$ cat src/rtl/cl_divider.sv
// Sequential carry-less (GF(2)[x]) polynomial divider.
// Divides a dividend of up to 2*m bits by a monic degree-m divisor and
// retires one quotient bit per clock. The result appears m clocks after the
// load edge. An illegal width or a non-monic divisor gives an error result
// one clock after the load edge.
//
// state  | meaning
// IDLE   | waiting for op_enable; outputs cleared
// RUN    | one reduction step per clock, k counts down from 2m-1 to m
// DONE   | result (or error) held while op_enable stays high
module cl_divider #(
    parameter int DATA_WIDTH = 32
) (
    input  logic                          clk,
    input  logic                          rst,
    input  logic                          op_enable,
    input  logic [$clog2(DATA_WIDTH):0]   in_width,
    input  logic [2*DATA_WIDTH-1:0]       in_dividend,
    input  logic [DATA_WIDTH:0]           in_divisor,
    output logic [DATA_WIDTH-1:0]         out_quotient,
    output logic [DATA_WIDTH-1:0]         out_remainder,
    output logic                          op_finish,
    output logic                          op_error
);

    localparam int WW  = $clog2(DATA_WIDTH) + 1;
    localparam int DDW = 2 * DATA_WIDTH;
    localparam int KW  = $clog2(DDW);

    typedef enum logic [1:0] {
        S_IDLE = 2'd0,
        S_RUN  = 2'd1,
        S_DONE = 2'd2
    } state_t;

    state_t                state_q, state_d;
    logic [DDW-1:0]        rem_q, rem_d;
    logic [DATA_WIDTH:0]   div_q, div_d;
    logic [DATA_WIDTH-1:0] quo_q, quo_d;
    logic [KW-1:0]         k_q, k_d;
    logic [WW-1:0]         m_q, m_d;
    logic                  err_q, err_d;
    logic [DATA_WIDTH-1:0] quot_out_q, quot_out_d;
    logic [DATA_WIDTH-1:0] rem_out_q, rem_out_d;
    logic                  finish_q, finish_d;
    logic                  error_q, error_d;

    logic [DDW-1:0]        dvd_mask;
    logic [DATA_WIDTH:0]   dsr_mask;
    logic                  monic;
    logic                  load_bad;
    logic [KW-1:0]         step_idx;
    logic [DDW-1:0]        aligned;
    logic                  top_bit;
    logic [DDW-1:0]        rem_step;
    logic [DATA_WIDTH-1:0] quo_step;

    // Operand masking, legality check and the single reduction step.
    always_comb begin
        monic = 1'b0;
        for (int i = 0; i < DDW; i++) begin
            dvd_mask[i] = (i < 2 * int'(in_width));
        end
        for (int i = 0; i <= DATA_WIDTH; i++) begin
            dsr_mask[i] = (i <= int'(in_width));
            if (i == int'(in_width)) begin
                monic = in_divisor[i];
            end
        end
        load_bad = (in_width == '0) || (int'(in_width) > DATA_WIDTH) || !monic;

        step_idx = k_q - KW'(m_q);
        aligned  = DDW'(div_q) << step_idx;
        top_bit  = rem_q[k_q];
        rem_step = top_bit ? (rem_q ^ aligned) : rem_q;
        quo_step = quo_q | (DATA_WIDTH'(top_bit) << step_idx);
    end

    // Next-state and registered-output logic.
    always_comb begin
        state_d    = state_q;
        rem_d      = rem_q;
        div_d      = div_q;
        quo_d      = quo_q;
        k_d        = k_q;
        m_d        = m_q;
        err_d      = err_q;
        quot_out_d = quot_out_q;
        rem_out_d  = rem_out_q;
        finish_d   = finish_q;
        error_d    = error_q;

        case (state_q)
            S_IDLE: begin
                quot_out_d = '0;
                rem_out_d  = '0;
                finish_d   = 1'b0;
                error_d    = 1'b0;
                if (op_enable) begin
                    m_d   = in_width;
                    err_d = load_bad;
                    rem_d = in_dividend & dvd_mask;
                    div_d = in_divisor & dsr_mask;
                    quo_d = '0;
                    if (load_bad) begin
                        k_d     = '0;
                        state_d = S_DONE;
                    end else begin
                        k_d     = KW'(2 * int'(in_width) - 1);
                        state_d = S_RUN;
                    end
                end
            end
            S_RUN: begin
                if (!op_enable) begin
                    state_d = S_IDLE;
                end else begin
                    rem_d = rem_step;
                    quo_d = quo_step;
                    k_d   = k_q - 1'b1;
                    if (k_q == KW'(m_q)) begin
                        state_d    = S_DONE;
                        quot_out_d = quo_step;
                        rem_out_d  = rem_step[DATA_WIDTH-1:0];
                        finish_d   = 1'b1;
                        error_d    = 1'b0;
                    end
                end
            end
            S_DONE: begin
                if (!op_enable) begin
                    state_d    = S_IDLE;
                    err_d      = 1'b0;
                    quot_out_d = '0;
                    rem_out_d  = '0;
                    finish_d   = 1'b0;
                    error_d    = 1'b0;
                end else begin
                    // Error result lands here one edge after the load edge.
                    finish_d = 1'b1;
                    error_d  = err_q;
                end
            end
            default: begin
                state_d    = S_IDLE;
                quot_out_d = '0;
                rem_out_d  = '0;
                finish_d   = 1'b0;
                error_d    = 1'b0;
            end
        endcase
    end

    // State and datapath registers, all cleared by the asynchronous reset.
    always_ff @(posedge clk or posedge rst) begin
        if (rst) begin
            state_q    <= S_IDLE;
            rem_q      <= '0;
            div_q      <= '0;
            quo_q      <= '0;
            k_q        <= '0;
            m_q        <= '0;
            err_q      <= 1'b0;
            quot_out_q <= '0;
            rem_out_q  <= '0;
            finish_q   <= 1'b0;
            error_q    <= 1'b0;
        end else begin
            state_q    <= state_d;
            rem_q      <= rem_d;
            div_q      <= div_d;
            quo_q      <= quo_d;
            k_q        <= k_d;
            m_q        <= m_d;
            err_q      <= err_d;
            quot_out_q <= quot_out_d;
            rem_out_q  <= rem_out_d;
            finish_q   <= finish_d;
            error_q    <= error_d;
        end
    end

    assign out_quotient  = quot_out_q;
    assign out_remainder = rem_out_q;
    assign op_finish     = finish_q;
    assign op_error      = error_q;

endmodule

$ cat config.mk
export PLATFORM = sky130hd
export DESIGN_NAME = cl_divider
export DESIGN_NICKNAME = d
export VERILOG_FILES = /design/src/rtl/cl_divider.sv
export SDC_FILE = /design/constraint.sdc
export NUM_CORES = 1
export LEC_CHECK = 0
export BUFFER_PORTS_ARGS = -buffer_cell sky130_fd_sc_hd__buf_2
export CAP_MARGIN = 20
export CORE_MARGIN = 2
export CORE_UTILIZATION = 55
export CTS_BUF_LIST = sky130_fd_sc_hd__clkbuf_2 sky130_fd_sc_hd__clkbuf_4 sky130_fd_sc_hd__clkbuf_8
export CTS_CLUSTER_DIAMETER = 100
export DETAILED_ROUTE_END_ITERATION = 16
export GPL_TIMING_DRIVEN = 0
export PLACE_DENSITY = 0.73
export SLEW_MARGIN = 10
export SYNTH_ARGS = -nofsm -noshare
export SYNTH_HDL_FRONTEND = slang
export SYNTH_SLANG_ARGS = --single-unit
$ cat constraint.sdc
create_clock -name clk -period 11.8 [get_ports clk]
set_input_delay 2.36 -clock clk [delete_from_list [all_inputs] [get_ports clk]]
set_output_delay 2.36 -clock clk [all_outputs]
set_load 0.01 [all_outputs]
==> run summary <==
Depth of the CTS H-tree: 2
Mapped Cells: 1,652
Max Cap Viol: 0
DRC Markers: 0
Slew @ Worst Pin: 1.13 ns
Die ar.: 27,500 µm²
Placed cells: 2,160
Hold path startpoint: out_quotient[13]
Top cells by count, synth: nand2_1, dfrtp_1, o21ai_0, nor2_1, mux2i_1
Fin cells: 2,225
Yosys cell types: 76
Yosys top cell area share: 0.365
Fin worst setup slack: 6.25 ns
Detailed router's first-iteration violation count: 2,298
Clk buf depth: 3
Sequential area share after synthesis: 0.365
CP Launch Type: register
Worst Path Arrival: 5.98 ns
Ys async rst share: 1.00
Final HPWL DP: 48,000 µm
R2R Path End: rem_q[59]
Wire per inst: 27.7 µm
Port-buffer cells: 170
WS Path Type: register to register
Fin crit share: 0.470
Largest net degree at the start of global routing: 111
Overflow after GRT: 0
Setup TNS: 0 ns
Vias/cell: 6.86
Post-synth EDFFs: 0
Die Ht: 166 µm
Nets: 1,985
Row Count: 59
Most common cell in the netlist: nand2_1
Clk_lat worst skew: 0.56 ns
Hold Path End: out_quotient[13]
Count of pins over their slew limit: 0
Die width: 166 µm
Final wirelength: 61,700 µm
Final Hold Fails: 0
CTS clk-pin slew, worst paths: 0.06 ns
Clock sink count: 210
Fmax: 0.180 GHz
Pre-antenna DRT Iters: 6
CTS buffer count: 37
Hold WS: 0.458 ns
Syn Nets: 1,773
Total number of vias: 15,257
Antenna violations before repair: 2
Outcome: finished, final reports clean
Min-Delay Path Class: register to register
PostCTS Resize Cnt: 0
Core area: 25,900 µm²
Fraction of layout cells with a size suffix above 1: 0.189
Post-CTS Setup Inserts: 0
I/O pin total: 172
Slew Limit Headroom: 0.239
CTS Hold Bufs: 0
Synth-to-layout area growth: 14.9%
RSZ-0062 raised after global routing: false
Area leader, netlist: dfrtp_1
Total GRT Usage: 0.441
Clock period minus worst slack: 5.55 ns
Global-route wire length before repair: 92,200 µm
Gpl congestion: 1.06
Final setup violating endpoints: 0
Root Buffer: clkbuf_8
Remaining antenna violation count: 0
Post-Syn Area: 14,400 µm²
Reg-to-Reg Start: k_q[0]
Reg2reg path depth: 14
Area contributors post-synth: dfrtp_1, mux2i_1, nand2_1
Max Clock Skew: 0.0268 ns
Top_reg_cell synth: dfrtp_1
Crit path max fanout: 10
Seq cells post-synth: 210
Reg2Reg Setup Slack: 6.25 ns
Synth Warn #: 0
Starting Density: 0.556
CTS tree: yes
Pre-CTS setup slack: 6.13 ns
Hold depth: 2
Syn Area/Cell: 8.72 µm²
Vias in the first global route: 14,691
Worst setup EP type: register
Critical Path RT: 12.24 ns
[how the worst max path moves through the flow]
| stage | start | endpoint | cells past startpoint |
|---|---|---|---|
| after floorplan | rst | div_q[0] | 1 |
| final | k_q[0] | rem_q[59] | 14 |
| after global routing | k_q[0] | rem_q[59] | 14 |
| after CTS | k_q[0] | rem_q[59] | 14 |
| after detailed placement | in_width[1] | state_q[1] | 13 |
| after global placement | rst | state_q[1] | 2 |
[layer usage]
metal  global-route usage  share of wire  vias up
li1                     -              -     6554
met1                0.590           0.38     7346
met2                0.667           0.43     1132
met3                0.103           0.12      223
met4                0.238          0.066        2
met5                    0        0.00029        -
[placed cells by master (no fill, tap or decap), drive strengths merged, types with 9 or more instances in the layout]
| master | n |
|---|---|
| a22oi | 37 |
| nor3 | 42 |
| mux4 | 28 |
| nor2 | 111 |
| a21oi | 71 |
| or3 | 24 |
| and2 | 13 |
| xor2 | 13 |
| and3 | 23 |
| o21a | 11 |
| a22o | 17 |
| mux2i | 92 |
| inv | 27 |
| a31oi | 9 |
| clkbuf | 146 |
| o21ai | 137 |
| ha | 14 |
| o31ai | 34 |
| nand3 | 72 |
| nor2b | 9 |
| o22ai | 12 |
| nand2 | 242 |
| nand2b | 9 |
| xnor2 | 29 |
| o211ai | 27 |
| dfrtp | 210 |
| mux2 | 43 |
| a311oi | 11 |
| o311ai | 22 |
| buf | 221 |
[worst max-delay path, stage by stage (launching register included)]
cell	delay [ns]
dfrtp_1	0.35
buf_2	0.18
buf_2	0.26
inv_1	0.33
ha_1	0.25
inv_1	0.06
fa_1	0.64
buf_1	0.57
clkbuf_1	0.55
clkbuf_1	0.45
mux4_2	0.37
a2bb2oi_1	0.59
o21ai_0	0.41
a32oi_1	0.29
o22ai_1	0.10
[cell families after synthesis]
family | count (synthesis) | share of synthesized area
simple gates | 585 | 0.187
mux | 163 | 0.141
fa+ha+maj | 15 | 0.0136
flops | 210 | 0.365
xor+xnor | 42 | 0.0261
buf+inv | 164 | 0.0469
compound gates | 473 | 0.221
[per-stage QoR]
stage | instance area, µm² | utilization
after floorplan | 14400 | -
after global placement | 15700 | 0.605
after detailed placement | 15700 | 0.607
after CTS | 16500 | 0.639
after global routing | 16500 | 0.639
final | 16500 | 0.639
[flip-flops by register name, indices dropped and copies added (netlist names)]
register	cells
out_quotient	32
state_q	2
div_q	33
op_error	1
rem_q	64
out_remainder	32
err_q	1
quo_q	32
m_q	6
k_q	6
op_finish	1
[final cells by class]
cell class	instances	area, µm²
fill	2247	9360
multi-input combinational	1278	8480
sequential	210	5260
timing repair buffer	173	891
clock buffer	58	729
buffer	136	571
tap	335	419
inverter	28	113
clock inverter	6	90.1
antenna	1	2.50
Power is not shown: default switching activity piles up to over one toggle a cycle in this logic, so the estimate is an artifact.
